<file path="config.mk">
export PLATFORM = sky130hd
export DESIGN_NAME = sla_seq_ctrl
export DESIGN_NICKNAME = d
export VERILOG_FILES = /design/src/rtl/sla_seq_ctrl.sv
export SDC_FILE = /design/constraint.sdc
export NUM_CORES = 1
export LEC_CHECK = 0
export CAP_MARGIN = 20
export CORE_MARGIN = 1.5
export CORE_UTILIZATION = 45
export DETAILED_ROUTE_END_ITERATION = 16
export HOLD_SLACK_MARGIN = 0.02
export PLACE_DENSITY_LB_ADDON = 0.3
export RECOVER_POWER = 50
export SKIP_CTS_REPAIR_TIMING = 1
export SLEW_MARGIN = 20
export SYNTH_ARGS = -nofsm -noshare
export SYNTH_HDL_FRONTEND = slang
export SYNTH_SLANG_ARGS = --single-unit
</file>
<file path="constraint.sdc">
create_clock -name clk -period 2.15 [get_ports clk]
set_input_delay 0.3225 -clock clk [delete_from_list [all_inputs] [get_ports clk]]
set_output_delay 0.3225 -clock clk [all_outputs]
set_load 0.005 [all_outputs]
</file>
<file path="src/rtl/sla_seq_ctrl.sv">
// sla_seq_ctrl: multi-cycle shift-left-arithmetic execution unit.
// Accepts (a, b) when ready, applies one 1-bit left shift per clock for
// b[SHAMT_W-1:0] clocks, then pulses done for one cycle with out/ovf valid.
//
// Handshake: start is sampled only on a rising edge where ready=1. A start
// seen while ready=0 is dropped, never queued. done is a one-cycle pulse;
// out and ovf stay stable from done until the next accepted start.
module sla_seq_ctrl #(
  parameter int WIDTH   = 32,
  parameter int SHAMT_W = 5
) (
  input  logic             clk,
  input  logic             reset,
  input  logic             start,
  input  logic [WIDTH-1:0] a,
  input  logic [WIDTH-1:0] b,
  output logic             ready,
  output logic             busy,
  output logic             done,
  output logic [WIDTH-1:0] out,
  output logic             ovf
);

  typedef enum logic [1:0] {
    ST_IDLE  = 2'd0,
    ST_SHIFT = 2'd1,
    ST_DONE  = 2'd2
  } state_t;

  state_t               state_q;
  logic [WIDTH-1:0]     acc_q;
  logic [SHAMT_W-1:0]   cnt_q;
  logic                 ovf_q;
  logic [WIDTH-1:0]     out_q;
  logic                 ready_q;
  logic                 busy_q;
  logic                 done_q;

  // Next accumulator value for one shift step; zero-filled at the LSB.
  logic [WIDTH-1:0]     acc_shl_d;
  logic [SHAMT_W-1:0]   shamt_d;

  // One-step shift and the effective shift amount (upper bits of b ignored).
  always_comb begin
    acc_shl_d = {acc_q[WIDTH-2:0], 1'b0};
    shamt_d   = b[SHAMT_W-1:0];
  end

  // Sequencer FSM with registered status outputs; out is loaded on entry to
  // DONE so it already equals acc during the done cycle.
  always_ff @(posedge clk) begin
    if (reset) begin
      state_q <= ST_IDLE;
      acc_q   <= '0;
      cnt_q   <= '0;
      ovf_q   <= 1'b0;
      out_q   <= '0;
      ready_q <= 1'b1;
      busy_q  <= 1'b0;
      done_q  <= 1'b0;
    end else begin
      case (state_q)
        ST_IDLE: begin
          if (start) begin
            acc_q   <= a;
            cnt_q   <= shamt_d;
            ovf_q   <= 1'b0;
            ready_q <= 1'b0;
            busy_q  <= 1'b1;
            if (shamt_d == '0) begin
              state_q <= ST_DONE;
              done_q  <= 1'b1;
              out_q   <= a;
            end else begin
              state_q <= ST_SHIFT;
            end
          end
        end
        ST_SHIFT: begin
          acc_q <= acc_shl_d;
          cnt_q <= cnt_q - 1'b1;
          // Sign change on this step: the two top bits differ before shifting.
          ovf_q <= ovf_q | (acc_q[WIDTH-1] ^ acc_q[WIDTH-2]);
          if (cnt_q == SHAMT_W'(1)) begin
            state_q <= ST_DONE;
            done_q  <= 1'b1;
            out_q   <= acc_shl_d;
          end
        end
        ST_DONE: begin
          out_q   <= acc_q;
          done_q  <= 1'b0;
          busy_q  <= 1'b0;
          ready_q <= 1'b1;
          state_q <= ST_IDLE;
        end
        default: begin
          state_q <= ST_IDLE;
          done_q  <= 1'b0;
          busy_q  <= 1'b0;
          ready_q <= 1'b1;
        end
      endcase
    end
  end

  assign ready = ready_q;
  assign busy  = busy_q;
  assign done  = done_q;
  assign out   = out_q;
  assign ovf   = ovf_q;

endmodule
</file>
## Word-level counts from Yosys, hierarchy flattened

Cells that the tools add are included.

| storage, ports and cells | value |
|---|---|
| bits of input ports | 67 |
| word-level logic and storage cells | 48 |
| memories kept | 0 |
| output and inout bits | 36 |
| register bits after elaboration | 75 |
| bits in latches | 0 |
| bits in read-only memories | 0 |
| memory bits (writable) | 0 |

| operators by class | value |
|---|---|
| shift operators | 0 |
| add/subtract/negate cells | 1 |
| bitwise operators | 3 |
| mux-type cells | 21 |
| $lt $le $gt $ge | 0 |
| divide/modulo/power cells | 0 |
| equality and inequality tests | 6 |
| multipliers | 0 |
| reduce and logical (&&, ||, !) cells | 9 |

Operator list:

| cell | count |
|---|---|
| 2-to-1 mux 32 bit | 4 |
| one-hot mux 32 bit (3 select lines) | 1 |
| one-hot mux 32 bit (2 select lines) | 1 |
| one-hot mux 5 bit (2 select lines) | 1 |
| one-hot mux 1 bit (2 select lines) | 4 |
| 2-to-1 mux 2 bit | 3 |
| != test 2 bit (second input constant) | 3 |
| AND reduction 2 bit | 3 |
| == test 5 x 1 -> 1 bit (second input constant) | 1 |
| zero test 5 bit | 1 |
| 2-to-1 mux 1 bit | 5 |
| 2-to-1 mux 5 bit | 1 |
| subtractor 5 x 1 -> 5 bit (second input constant) | 1 |
| one-hot mux 2 bit (2 select lines) | 1 |
| AND reduction 4 bit | 1 |
| AND reduction 3 bit | 1 |
| nonzero test 3 bit | 1 |
| == test 2 x 1 -> 1 bit (second input constant) | 1 |
| == test 2 bit (second input constant) | 1 |
| zero test 2 bit | 1 |
| nonzero test 2 bit | 1 |
| inverter 1 bit | 1 |
| OR 1 bit | 1 |
| bitwise XOR 1 bit | 1 |

## Longest topological paths before layout

| logic depth | value |
|---|---|
| word-level depth | 4 |
| depth in mapped cells | 9 |
| mapped depth without buffers | 6 |

## Worst setup path after synthesis

Ideal clock, no wire load.

| path | value |
|---|---|
| kind | reg-to-reg |
| from | register state_q[1] |
| to | register acc_q[10] |
| clock period less this slack | 1783 ps |
| setup time | 132 ps |
| data required time | 2018 ps |
| buffers on the path | 2 |
| arrival | 1651 ps |
| setup slack | 367 ps |
| stages on the path, launching flop included | 8 |
| cell sequence | dfxtp_1 inv_1 ha_1 clkbuf_1 clkbuf_1 mux2_2 o221ai_1 a21oi_1 |

| on the way | value |
|---|---|
| cells in the longest elaborated chain, start to end | 3 |
| elaborated cells on any way between the ends | 6 |
| those cells by class | eq/ne (2); mux (1); reduce/logical (3) |

RTL lines:

| element | RTL line | RTL |
|---|---|---|
| start, declared | 30 | `state_t state_q;` |
| start signal, assigned | 53 | `state_q <= ST_IDLE;` |
| start signal, assigned | 71 | `state_q <= ST_DONE;` |
| start signal, assigned | 75 | `state_q <= ST_SHIFT;` |
| == test 2 x 1 -> 1 bit or zero test 2 bit (tied branches) | 62 | `case (state_q)` |
| nonzero test 2 bit (no source line) or != test 2 bit (tied branches) | - |  |
| AND reduction 2 bit (no source line) | - |  |
| end signal, assigned | 80 | `acc_q <= acc_shl_d;` |
| end, declared | 31 | `logic [WIDTH-1:0] acc_q;` |

Parallel ways exist; a longest one is shown, timed or not.
A chain may end at the register's enable or synchronous reset.

## Worst setup path in the final report

| path | value |
|---|---|
| from | register cnt_q[1] |
| to | register out_q[18], in the netlist out[18] |

| on the way | value |
|---|---|
| cells in the longest elaborated chain, start to end | 3 |

RTL lines:

| element | RTL line | RTL |
|---|---|---|
| start, declared | 32 | `logic [SHAMT_W-1:0] cnt_q;` |
| start signal, assigned | 66 | `cnt_q <= shamt_d;` |
| start signal, assigned | 81 | `cnt_q <= cnt_q - 1'b1;` |
| == test 5 x 1 -> 1 bit | 84 | `if (cnt_q == SHAMT_W'(1)) begin` |
| != test 2 bit (no source line) | - |  |
| AND reduction 4 bit (no source line) | - |  |
| end signal, assigned | 87 | `out_q <= acc_shl_d;` |
| end signal, assigned | 91 | `out_q <= acc_q;` |
| end, declared | 34 | `logic [WIDTH-1:0] out_q;` |

Every way passes these cells.

==> reports/results.env <==
PINT_mW=3.26
POWER.SHARE.SEQUENTIAL=0.385
REQUIRED_NS=2.39
CP-END-KIND='flop'
CLOCK_PATH_BUFFERS=2
LAYOUT.CELLS.MOST_COMMON_LIST='dfxtp_1, a21oi_1, nor2_1, clkdlybuf4s50_1, dlygate4sd3_1'
SETUP_VIOLATIONS=0
FINAL.SETUP_SKEW_NS=0.00887
SEQUENTIAL_FRACTION_OF_THE_SYNTHESIS_AREA=0.359
TOTAL_POWER_mW=5.01
DRT_PASS1_ITERATIONS=5
MAXCAPVIOLCOUNT=0
MULTI_INPUT_COMB_AREA_SQ_UM=2400
SYNTH_TOP_FAMILY_BY_AREA='compound AO/OA/AOI/OAI gates'
VIAS=4255
FIRST_PASS_GRT_WIRE_LENGTH_MICRONS=18300
MUXSHAREOFSYNTHAREA=0.0884
PWR-SHARE-CLK=0.240
SYNTH_CELLS=519
PLACEMENT_ROWS=34
CLK_TRANSITION_REPORTED_PATHS_NS=0.08
CTS.SINK_COUNT=75
POST_SYNTH_XOR_AREA_FRACTION=0.00210
POWER_DENSITY_nW_PER_UM2=936
N_FILL_CELL=797
COMBPWRFRAC=0.376
AVGVIACOUNTPERCELL=6.16
CTS_MADE_BUFFERS=9
STARTPOINT_TYPE='flop'
TIGHTEST_SLEW_NS=0.558
SWITCHING_COMPONENT_OF_THE_POWER_mW=1.75
GRT_UTIL_ALL_LAYERS=0.226
SLEW_HEADROOM=0.628
DP_HPWL_MICRONS=7360
SYNTH_FLOP_CELL='dfxtp_1'
GROUTE.LAYER.MET2.USAGE=0.373
SEQ_CELL_AREA_SQ_UM=1500
SW_FRAC_OF_TOTAL=0.350
START_UTIL=0.472
SYNTH.FF_LATCH_COUNT=75
FINAL_MIN_PERIOD_OVER_CLOCK_PERIOD=0.923
FINALHOLDVIOLCOUNT=0
ANTENNA_LEFT=0
LAYOUT-AREA-OVERHEAD-VS-SYNTH_PCT=28.3
REMAINING_GLOBAL_ROUTE_OVERFLOW=0
ROUTABILITYCONGESTION=0.822
CLKLATENCYLATEPIN_NS=0.35
MOSTFREQUENTLAYOUTCELL='dfxtp_1'
DRT_WL_CELL_MICRONS=16.1
CRITICAL_PATH_CLASS='reg2reg'
SYNTH_EDF_COUNT=0
AREA_FRACTION_IN_COMPOUND_GATES_AFTER_SYNTHESIS=0.332
DIE_HEIGHT_MICRONS=99.3
VIA_COUNT_OF_THE_FIRST_GLOBAL_ROUTING_PASS=3877
CP.ARRIVAL_NS=2.22
MET3_TRACK_UTILIZATION_FROM_GLOBAL_ROUTING=0.0351
DIEWIDTH_MICRONS=99.3
SYNTHESIZED_AREA_FRACTION_OCCUPIED_BY_ADDER_CELLS=0.0180
CP_MAX_FO=11
DRIVE_GT1_FRAC=0.139
IRDROPWORSTVDD_uV=373
ANTENNA-DIODE-COUNT=0
YOSYS_WARNINGS=0
PLACED_AREA_SQ_UM=5160
LEAK_PWR_nW=1.98
H_TREE_DEPTH=3
CLOCK.FMAX_MHz=504
SYNTH_AREA_PER_CELL_SQ_UM=8.05
GRT_MAX_DEGREE=51
SYN-NUM-NETS=592
TOP_LEVEL_PORTS=103
GRT_BUSIEST_LAYER='met2'
TRITONCTS='yes'
NUMBER_OF_BUFFERS_INSERTED_BY_PORT_BUFFERING=75
FP.DIEAREA_SQ_UM=9870
YOSYS.CELL_TYPES.COUNT=41
FINALINSTANCEAREA_SQ_UM=5360
FINALCRITICALPERIOD_NS=1.98
DRC=0
STATUS='completed'
CELL_AREA_AFTER_SYNTHESIS_SQ_UM=4180
TIMING.HOLD.WORST.CLASS='reg2reg'
ASYNC_FLOP_SHARE=0
NUMBER_OF_ANTENNA_VIOLATIONS_AT_THE_FIRST_CHECK_IN_GLOBAL_ROUTING=0
SYNTH_SIMPLE_GATE_AREA_SHARE=0.134
CTSROOTBUFFERMASTER='clkbuf_8'
DESIGN.FINAL.NETS=652
FIN_WORST_HOLD_SLACK_NS=0.448
TIMING.FINAL.MAX_SLEW_VIOLATIONS=0
GRT_SETUP_UNREPAIRED='no'
TOTALWIRELENGTH_MICRONS=11100
GLOBAL_ROUTE.USAGE.MET1=0.299
DRT_ITER0_MARKERS=279
AREA_OF_THE_CORE_SQ_UM=8850
final timing paths:
path / start / endpoint / slack (ns) / cells past startpoint
hold / removal: busy / busy / 0.45 / 2
hold reg to reg: busy / busy / 0.45 / 2
setup / recovery: cnt_q[1] / out[18] / 0.17 / 7
setup reg to reg: cnt_q[1] / out[18] / 0.17 / 7
metal layers:
layer	share of wire	up-vias
li1	-	2086
met1	0.45	1984
met3	0.062	23
met4	0.018	0
met2	0.47	162
met5	0	-
power groups by stage:
stage / sequential [mW] / clock, mW / combinational, mW
2_1_floorplan: 1.91 / 0 / 1.19
3_3_place_gp: 1.93 / 0 / 1.87
3_5_place_dp: 1.96 / 0 / 1.92
4_1_cts: 1.93 / 1.22 / 1.93
5_1_grt: 1.97 / 1.27 / 2.07
6_report: 1.93 / 1.20 / 1.88
kinds of logic (layout without fill, tap and decap cells):
| logic type | count (synthesis) | count (layout) |
|---|---|---|
| AOI/OAI and AO/OA | 218 | 218 |
| muxes | 33 | 33 |
| adders and majority gates | 6 | 6 |
| DFF | 75 | 75 |
| and+or+nand+nor | 118 | 118 |
| xor gates and xnor gates | 1 | 1 |
| buffers and inverters | 68 | 132 |
metrics by stage:
step / util / TNS (ns) / instances / setup slack, ns
6_report: 0.605 / 0 / 691 / 0.166
5_1_grt: 0.605 / 0 / 691 / 0.0350
2_1_floorplan: - / 0 / 519 / 0.367
3_5_place_dp: 0.583 / -1.13 / 676 / -0.0779
4_1_cts: 0.607 / 0 / 691 / 0.158
3_3_place_gp: 0.583 / -0.285 / 676 / -0.0316
registers in the layout, indices dropped and copies added, names as in the netlist:
signal,flops
state_q,2
acc_q,32
cnt_q,5
ready,1
done,1
out,32
ovf,1
busy,1
synthesized netlist by cell type (2+ instances only):
master / n / share of area
buf_1: 7 / 0.0063
o22ai_1: 32 / 0.048
clkbuf_1: 40 / 0.036
a211oi_1: 2 / 0.0036
nand4_1: 31 / 0.046
o221ai_1: 31 / 0.065
ha_1: 6 / 0.018
dfxtp_1: 75 / 0.36
mux2_2: 31 / 0.084
nor2_1: 39 / 0.035
mux2i_1: 2 / 0.0048
nor3_1: 2 / 0.0024
a21o_1: 3 / 0.0054
buf_4: 3 / 0.0054
nor2b_1: 2 / 0.0030
buf_2: 8 / 0.0096
o21ai_0: 27 / 0.032
nand2b_1: 2 / 0.0030
a22oi_1: 32 / 0.058
a21oi_1: 72 / 0.086
inv_1: 9 / 0.0081
nand2_1: 35 / 0.031
o21ai_1: 10 / 0.012
critical path, cell delays in order, from the launching register on:
cell	delay (ns)
dfxtp_1	0.34
inv_1	0.08
ha_1	0.13
or4b_1	0.51
a21oi_2	0.29
and2_1	0.24
buf_4	0.19
o21ai_0	0.10
area by class of cell:
| type | instances | share of cell area |
|---|---|---|
| clock buffers | 10 | 0.0257 |
| inverters | 10 | 0.00701 |
| clock inverters | 5 | 0.0145 |
| well taps | 108 | 0.0252 |
| multi-input cells | 376 | 0.448 |
| flip-flops and latches | 75 | 0.280 |
| repair buffers | 107 | 0.199 |
(Power assumes the default switching activity.)
